**config.mk**
```make
export PLATFORM = sky130hd
export DESIGN_NAME = wide_add_sequencer_flat
export DESIGN_NICKNAME = d
export VERILOG_FILES = /design/src/rtl/wide_add_pkg.sv /design/src/rtl/wide_add_sequencer_if.sv /design/src/rtl/prefix_add16_ci.sv /design/src/rtl/wide_add_sequencer.sv /design/src/flat_wrapper.sv
export SDC_FILE = /design/constraint.sdc
export NUM_CORES = 1
export LEC_CHECK = 0
export CORE_MARGIN = 4
export CORE_UTILIZATION = 39
export DETAILED_ROUTE_END_ITERATION = 10
export PLACE_DENSITY = 0.66
export SYNTH_ARGS = -nofsm -noshare
export SYNTH_HDL_FRONTEND = slang
export SYNTH_SLANG_ARGS = --single-unit
```
**constraint.sdc**
```tcl
create_clock -name clk -period 3.6 [get_ports clk]
set_input_delay 0.54 -clock clk [delete_from_list [all_inputs] [get_ports clk]]
set_output_delay 0.54 -clock clk [all_outputs]
set_load 0.01 [all_outputs]
```
**src/rtl/wide_add_pkg.sv**
```systemverilog
// Shared types and constants for the wide add/subtract sequencer.
package wide_add_pkg;

  localparam int WORD_W = 16;

  typedef enum logic [1:0] {
    IDLE = 2'd0,
    RUN  = 2'd1,
    DONE = 2'd2
  } wadd_state_t;

endpackage

```
**src/rtl/wide_add_sequencer_if.sv**
```systemverilog
// Operand/result handshake bundle for wide_add_sequencer.
// master = operand source and result consumer, slave = the sequencer.
interface wide_add_sequencer_if
  import wide_add_pkg::*;
#(
  parameter int NWORDS = 4
);

  localparam int W = WORD_W * NWORDS;

  logic         in_valid;
  logic         in_ready;
  logic [W-1:0] in_a;
  logic [W-1:0] in_b;
  logic         in_sub;
  logic         out_valid;
  logic         out_ready;
  logic [W-1:0] out_sum;
  logic         out_cout;
  logic         out_ovf;
  logic         busy;

  modport master (
    output in_valid, in_a, in_b, in_sub, out_ready,
    input  in_ready, out_valid, out_sum, out_cout, out_ovf, busy
  );

  modport slave (
    input  in_valid, in_a, in_b, in_sub, out_ready,
    output in_ready, out_valid, out_sum, out_cout, out_ovf, busy
  );

endinterface

```
**src/rtl/prefix_add16_ci.sv**
```systemverilog
// 16-bit Sklansky prefix adder with carry-in; purely combinational.
module prefix_add16_ci (
  input  logic [15:0] a,
  input  logic [15:0] b,
  input  logic        ci,
  output logic [15:0] s,
  output logic        co
);

  logic [15:0] hp;
  logic [15:0] gg;
  logic [15:0] pp;

  // Generate/propagate, carry-in folded into bit 0, then four Sklansky levels.
  // In-place update is safe: the partner bit of every merge sits in the lower
  // half-block of that level, which is never rewritten at the same level.
  always_comb begin
    hp    = a ^ b;
    gg    = a & b;
    pp    = hp;
    gg[0] = gg[0] | (pp[0] & ci);
    for (int l = 0; l < 4; l++) begin
      for (int i = 0; i < 16; i++) begin
        if (((i >> l) & 1) == 1) begin
          gg[i] = gg[i] | (pp[i] & gg[((i >> l) << l) - 1]);
          pp[i] = pp[i] & pp[((i >> l) << l) - 1];
        end
      end
    end
    s  = hp ^ {gg[14:0], ci};
    co = gg[15];
  end

endmodule

```
**src/rtl/wide_add_sequencer.sv**
```systemverilog
// Wide add/subtract, one 16-bit word per cycle LSW first, through a single
// shared prefix adder. Subtract is A + ~B + 1: B is inverted at capture and
// the word carry starts at 1.
module wide_add_sequencer
  import wide_add_pkg::*;
#(
  parameter int NWORDS = 4
) (
  input logic                 clk,
  input logic                 rst_n,
  wide_add_sequencer_if.slave bus
);

  localparam int W    = WORD_W * NWORDS;
  localparam int IDXW = $clog2(NWORDS);
  localparam logic [IDXW-1:0] LAST = IDXW'(NWORDS - 1);

  wadd_state_t         state_q;
  wadd_state_t         state_d;
  logic [IDXW-1:0]     idx_q;
  logic                carry_q;
  logic [W-1:0]        a_reg;
  logic [W-1:0]        b_reg;
  logic [W-1:0]        sum_reg;
  logic                cout_reg;
  logic                ovf_reg;

  logic                accept;
  logic [IDXW+3:0]     bitoff;
  logic [WORD_W-1:0]   a_word;
  logic [WORD_W-1:0]   b_word;
  logic [WORD_W-1:0]   add_s;
  logic                add_co;

  // Signed overflow of the top word: like-signed operands, differently-signed result.
  function automatic logic ovf_flag(input logic signed [WORD_W-1:0] a,
                                    input logic signed [WORD_W-1:0] b,
                                    input logic signed [WORD_W-1:0] s);
    return (a[WORD_W-1] == b[WORD_W-1]) && (s[WORD_W-1] != a[WORD_W-1]);
  endfunction

  assign bitoff = {idx_q, 4'b0000};
  assign a_word = a_reg[bitoff +: WORD_W];
  assign b_word = b_reg[bitoff +: WORD_W];

  prefix_add16_ci u_add (
    .a  (a_word),
    .b  (b_word),
    .ci (carry_q),
    .s  (add_s),
    .co (add_co)
  );

  // State register.
  always_ff @(posedge clk or negedge rst_n) begin
    if (!rst_n) state_q <= IDLE;
    else        state_q <= state_d;
  end

  // Next state and state-decoded handshake outputs.
  always_comb begin
    state_d       = state_q;
    accept        = 1'b0;
    bus.in_ready  = 1'b0;
    bus.out_valid = 1'b0;
    bus.busy      = 1'b0;
    case (state_q)
      IDLE: begin
        bus.in_ready = 1'b1;
        if (bus.in_valid) begin
          accept  = 1'b1;
          state_d = RUN;
        end
      end
      RUN: begin
        bus.busy = 1'b1;
        if (idx_q == LAST) state_d = DONE;
      end
      DONE: begin
        bus.busy      = 1'b1;
        bus.out_valid = 1'b1;
        if (bus.out_ready) state_d = IDLE;
      end
      default: state_d = IDLE;
    endcase
  end

  // Operand capture, word-serial accumulation and final flags.
  always_ff @(posedge clk or negedge rst_n) begin
    if (!rst_n) begin
      idx_q    <= '0;
      carry_q  <= 1'b0;
      a_reg    <= '0;
      b_reg    <= '0;
      sum_reg  <= '0;
      cout_reg <= 1'b0;
      ovf_reg  <= 1'b0;
    end else if (accept) begin
      a_reg   <= bus.in_a;
      b_reg   <= bus.in_b ^ {W{bus.in_sub}};
      carry_q <= bus.in_sub;
      idx_q   <= '0;
    end else if (state_q == RUN) begin
      sum_reg[bitoff +: WORD_W] <= add_s;
      carry_q                   <= add_co;
      if (idx_q == LAST) begin
        cout_reg <= add_co;
        ovf_reg  <= ovf_flag(a_word, b_word, add_s);
        idx_q    <= '0;
      end else begin
        idx_q <= idx_q + 1'b1;
      end
    end
  end

  assign bus.out_sum  = sum_reg;
  assign bus.out_cout = cout_reg;
  assign bus.out_ovf  = ovf_reg;

endmodule

```
**src/flat_wrapper.sv**
```systemverilog
// flat-port wrapper written by rule: the top's interface ports become plain ports
module wide_add_sequencer_flat import wide_add_pkg::*;
#(
  parameter int NWORDS = 4
)
  (clk, rst_n, bus_in_valid, bus_in_a, bus_in_b, bus_in_sub, bus_out_ready, bus_in_ready, bus_out_valid, bus_out_sum, bus_out_cout, bus_out_ovf, bus_busy);
  wide_add_sequencer_if #(.NWORDS(NWORDS)) bus_i ();
  input logic clk;
  input logic rst_n;
  input wire logic [$bits(bus_i.in_valid)-1:0] bus_in_valid;
  input wire logic [$bits(bus_i.in_a)-1:0] bus_in_a;
  input wire logic [$bits(bus_i.in_b)-1:0] bus_in_b;
  input wire logic [$bits(bus_i.in_sub)-1:0] bus_in_sub;
  input wire logic [$bits(bus_i.out_ready)-1:0] bus_out_ready;
  output wire logic [$bits(bus_i.in_ready)-1:0] bus_in_ready;
  output wire logic [$bits(bus_i.out_valid)-1:0] bus_out_valid;
  output wire logic [$bits(bus_i.out_sum)-1:0] bus_out_sum;
  output wire logic [$bits(bus_i.out_cout)-1:0] bus_out_cout;
  output wire logic [$bits(bus_i.out_ovf)-1:0] bus_out_ovf;
  output wire logic [$bits(bus_i.busy)-1:0] bus_busy;
  assign bus_i.in_valid = bus_in_valid;
  assign bus_i.in_a = bus_in_a;
  assign bus_i.in_b = bus_in_b;
  assign bus_i.in_sub = bus_in_sub;
  assign bus_i.out_ready = bus_out_ready;
  assign bus_in_ready = bus_i.in_ready;
  assign bus_out_valid = bus_i.out_valid;
  assign bus_out_sum = bus_i.out_sum;
  assign bus_out_cout = bus_i.out_cout;
  assign bus_out_ovf = bus_i.out_ovf;
  assign bus_busy = bus_i.busy;
  wide_add_sequencer #(.NWORDS(NWORDS)) u_core (.clk(clk), .rst_n(rst_n), .bus(bus_i));
endmodule
```
-- After elaboration in Yosys (flattened, before gate mapping)
Index checks and enable logic that the tools add are counted.
- bits of input ports: 133
- register bits after elaboration: 199
- muxes and demuxes: 15
- reduce and logical (&&, ||, !) cells: 7
- $add $sub $neg: 2
- equal/unequal tests: 8
- shift-type cells: 4
- bitwise gates (word level): 88
- operator list (operator ; number):
    variable part select 64 x 7 -> 16 bit ; 2
    bitwise mux 64 bit ; 1
    variable shift 16 x 8 -> 64 bit, first input constant ; 1
    variable part select 16 x 8 -> 64 bit ; 1
    XOR 64 bit ; 1
    bitwise AND 1 bit ; 50
    OR 1 bit ; 33
    XOR 16 bit ; 2
    bitwise AND 16 bit ; 1
    two-way mux 2 bit ; 6
    negation 6 -> 8 bit ; 1
    two-way mux 1 bit ; 7
    != test 2 bit, second input constant ; 3
    case mux 2 bit (3 select lines) ; 1
    AND reduction 3 bit ; 2
    == test 2 bit, second input constant ; 2
    adder 2 x 1 -> 2 bit, second input constant ; 1
    == test 2 x 1 -> 1 bit, second input constant ; 1
    logical NOT 2 bit ; 1
    AND reduction 2 bit ; 1
    nonzero test 2 bit ; 1
    OR reduction 2 bit ; 1
    == test 1 bit ; 1
    logical AND 1 bit ; 1
    2 further kinds ; 2

-- Depth between registers and ports, before layout
- word-level depth: 15
- gate-level depth with buffers: 14
- depth with buffers taken out: 12

-- Modules after synthesis
Synthesis repeated with hierarchy kept, for this count alone.
- cell total of the unflattened synthesis: 865
- area total of the unflattened synthesis: 9414.0 um2
- modules (own cells, without submodules) (module ; area each (um2) ; cells each ; instances):
    wide_add_sequencer ; 8717.1 ; 781 ; 1
    prefix_add16_ci ; 696.9 ; 84 ; 1

-- Least setup slack after synthesis
OpenSTA, ideal clock, no wires.
- path kind: register -> register
- start point: reg u_core.idx_q[0]
- end point: reg u_core.sum_reg[56] (netlist: u_core.bus.out_sum[56])
- period minus slack after synthesis: 3.715 ns
- path buffers: 2
- setup slack: -0.115 ns
- cell stages (with the launch flop): 14
- arrival: 3.632 ns
- library setup time: 0.083 ns
- path through: dfrtp_1 -> buf_2 -> buf_2 -> mux4_2 -> fa_1 -> inv_1 -> fa_1 -> nor2b_1 -> o21a_1 -> o21a_1 -> o21a_1 -> nor2_1 -> fa_1 -> o21ai_0
- longest elaborated chain between the ends: 15
- elaborated cells on any way between the ends: 81
- classes of those cells: add/sub (1); shift (4); mux (1); bitwise (75)
- ends and longest elaborated chain (element ; RTL line ; RTL):
    from (decl) ; wide_add_sequencer.sv:20 ; logic [IDXW-1:0] idx_q;
    from (signal assigned) ; wide_add_sequencer.sv:111 ; idx_q <= idx_q + 1'b1;
    variable part select 64 x 7 -> 16 bit (on tied branches) ; wide_add_sequencer.sv:43, wide_add_sequencer.sv:44 ;
    XOR 16 bit ; prefix_add16_ci.sv:18 ; hp = a ^ b;
    bitwise AND 1 bit ; prefix_add16_ci.sv:21 ; gg[0] = gg[0] | (pp[0] & ci);
    OR 1 bit ; prefix_add16_ci.sv:21 ;
    bitwise AND 1 bit ; prefix_add16_ci.sv:25 ; gg[i] = gg[i] | (pp[i] & gg[((i >> l) << l) - 1]);
    OR 1 bit ; prefix_add16_ci.sv:25 ;
    bitwise AND 1 bit ; prefix_add16_ci.sv:25 ;
    OR 1 bit ; prefix_add16_ci.sv:25 ;
    bitwise AND 1 bit ; prefix_add16_ci.sv:25 ;
    OR 1 bit ; prefix_add16_ci.sv:25 ;
    bitwise AND 1 bit ; prefix_add16_ci.sv:25 ;
    OR 1 bit ; prefix_add16_ci.sv:25 ;
    XOR 16 bit ; prefix_add16_ci.sv:30 ; s = hp ^ {gg[14:0], ci};
    variable part select 16 x 8 -> 64 bit ; wide_add_sequencer.sv:104 ; sum_reg[bitoff +: WORD_W] <= add_s;
    bitwise mux 64 bit (*) ; wide_add_sequencer.sv:104 ;
    to (signal, indexed assignment) ; wide_add_sequencer.sv:104 ;
    to (decl) ; wide_add_sequencer.sv:24 ; logic [W-1:0] sum_reg;
Mark *: on every way between the ends. The rest lies on a longest branch, timed or not.
A chain may end at the register's enable or synchronous reset.

-- Final worst setup path
- start point: reg u_core.idx_q[0]
- end point: reg u_core.sum_reg[60] (netlist: u_core.bus.out_sum[60])
The elaborated chain is that of the path after synthesis.

==> impl_metrics.tcl <==
set metrics [dict create \
    status "complete, no violations" \
    cp.required_ns 3.96 \
    seq_area_um2 4980 \
    slew_viol_final 0 \
    synth.top_cell.area_share_pct 51.7 \
    ys_types 57 \
    setup-tns-final_ns 0 \
    cts_tree "built" \
    leakage_nw 5.71 \
    endpoint_kind "register" \
    cts.sinks 199 \
    die-height_um 165 \
    synth_ff_type "dfrtp_1" \
    cts_resized 0 \
    port-buffer-count 201 \
    multi_input_area_um2 4390 \
    route.detailed.drc 0 \
    worstSetupStartpointType "register" \
    antenna_cells 0 \
    synth-seq-cells 199 \
    first_pass_iters 5 \
    pwr-share-clk_pct 16.8 \
    yosysWarnings 0 \
    yosysSeqAreaShare_pct 51.7 \
    r2r_start "u_core.idx_q[0]" \
    powerDensity_nw_per_um2 930 \
    grt-ovfl-total 0 \
    avgSynthCellArea_um2 10.2 \
    ctsLongestPathBuffers 2 \
    hp-class "input pin to asynchronous set/reset pin" \
    peakVddDrop_v 0.000497 \
    place_area_um2 12100 \
    slew-limit-headroom_pct 32.3 \
    via_count 7450 \
    ctsHoldBuffers 0 \
    syn2layout_area_growth_pct 32.0 \
    period_share_pct 95.3 \
    rows 57 \
    core_area_um2 24300 \
    tightestPinTransition_ns 1.02 \
    setup_viol 0 \
    gp_congestion 0.835 \
    hold_violations 0 \
    fillers 2152 \
    grt_antenna_before_repair 0 \
    path_class "register to register" \
    drv_cap 0 \
    final_common_cell "nand2_1" \
    critPathMaxFanout 5 \
    grt_pass1_wl_mm 40.4 \
    synth_edf_count 0 \
    postRouteAntennaNets 0 \
    grt_usage_pct 19.1 \
    fin_hold_ws_ns 0.177 \
    clk_latency_ns 0.43 \
    ys_async_sr_fraction_pct 100 \
    sw_frac_of_total_pct 40.3 \
    reg2reg_depth 11 \
    combPwrFrac_pct 51.1 \
    drt_iter0_markers 524 \
    grt_pass1_vias 7374 \
    synth_area_leaders "dfrtp_1 (52%), nand2_1 (12%), mux4_2 (7.5%)" \
    crit_arrival_ns 3.79 \
    fin_worst_skew_ns 0.0127 \
    dp_hpwl_mm 19.4 \
    die_w_um 165 \
    synth_cells 946 \
    cts_buffers 17 \
    final_cell_mix "nand2_1 (313), clkdlybuf4s50_1 (199), dfrtp_1 (197)" \
    intPower_w 0.00706 \
    cts_max_level 4 \
    root_buffer "clkbuf_16" \
    post_cts_buffers 0 \
    start_util_pct 39.6 \
    power_w 0.0118 \
    drive_gt1_share_pct 8.99 \
    stdcell_area_um2 12700 \
    drt-vias-per-instance 5.07 \
    fmax_mhz 292 \
    clk_pin_slew_ns 0.07 \
    fp.dieArea_um2 27300 \
    synth_area_um2 9640 \
    p_switching_w 0.00477 \
    rsz0062_at_grt "false" \
    pin_count 202 \
    critPathLaunch "u_core.idx_q[0]" \
    wirelength_mm 25.8 \
    synth_top_cell_by_area "dfrtp_1" \
    routedWlPerCell_um 17.5 \
    period_minus_slack_ns 3.43 \
    grt_max_degree 144 \
    finalNetCount 1296 \
    seq_power_share_pct 32.2 \
    syn_nets 1107 \
]
==> per-stage QoR <==
| step | worst slack (ns) | util [%] | cells |
|---|---|---|---|
| final | 0.170 | 52.3 | 1470 |
| after detailed placement | 0.150 | 49.7 | 1439 |
| after CTS | 0.143 | 52.2 | 1469 |
| after global placement | 0.276 | 49.7 | 1439 |
| after global routing | 0.0108 | 52.3 | 1470 |
| after floorplan | 0.0384 | - | 946 |
==> worst max-delay path: stages, from the launching register on <==
cell and delay [ns]:
dfrtp_2 0.48, mux4_2 0.55, fa_1 0.39, inv_1 0.09
fa_1 0.23, nor2b_1 0.08, buf_4 0.14, o211ai_1 0.24
nand2_1 0.10, o311ai_0 0.69, buf_4 0.26, a22o_1 0.12
==> power by group through the flow <==
| stage | Clock (W) | Sequential (W) | Combinational, W |
|---|---|---|---|
| 2_1_floorplan | 0 | 0.00369 | 0.00376 |
| 3_3_place_gp | 0 | 0.00382 | 0.00589 |
| 3_5_place_dp | 0 | 0.00383 | 0.00602 |
| 4_1_cts | 0.00202 | 0.00380 | 0.00603 |
| 5_1_grt | 0.00210 | 0.00390 | 0.00671 |
| 6_report | 0.00198 | 0.00381 | 0.00604 |
==> final timing paths <==
check                                    endpoint  slack, ns
min reg2reg                      u_core.a_reg[44]       0.47
min in group clk                 u_core.a_reg[44]       0.47
max                        u_core.bus.out_sum[60]       0.17
min                               u_core.a_reg[4]       0.18
max reg2reg                u_core.bus.out_sum[60]       0.17
max in group asynchronous        u_core.b_reg[33]       2.50
==> final cells by class <==
cell class | count | area share [%]
Multi-Input combinational cell | 674 | 34.5
Inverter | 19 | 0.561
Clock buffer | 18 | 3.37
Tap cell | 324 | 3.19
Sequential cell | 199 | 39.2
Clock inverter | 12 | 1.37
Timing Repair Buffer | 224 | 17.8
==> synthesized netlist by cell type (3+ instances only) <==
library cell and number:
nand3_1 4, o21a_1 5, nor2b_1 3, a221o_1 3
nand2_1 314, nand2b_1 4, dfrtp_1 199, clkbuf_1 42
and4_1 3, mux4_2 32, xnor2_1 64, nor2_1 11
nor3_1 9, mux2i_1 5, a21oi_1 12, xor2_1 3
a21o_1 5, ha_1 23, or3_1 3, o21ai_0 97
fa_1 5, buf_2 6, buf_1 6, inv_1 19
a211o_1 6, a22o_1 16, o31ai_1 12
==> kinds of logic (layout without fill, tap and decap cells) <==
family | after synthesis | after routing | share of synthesized area, %
simple gates | 368 | 368 | 15.7
flops | 199 | 199 | 51.7
compound gates | 172 | 172 | 11.3
buf+inv | 73 | 273 | 2.92
xor+xnor | 67 | 67 | 6.09
mux | 39 | 39 | 8.27
fa+ha+maj | 28 | 28 | 4.03
==> metal layers <==
layer	global-route usage [%]	vias up	wire length [um]
li1	-	3588	-
met1	27.5	3597	11700
met2	30.3	236	12100
met3	2.85	29	1500
met4	5.41	0	466
met5	0	-	0
No activity file was read; power rests on OpenSTA's default activity.
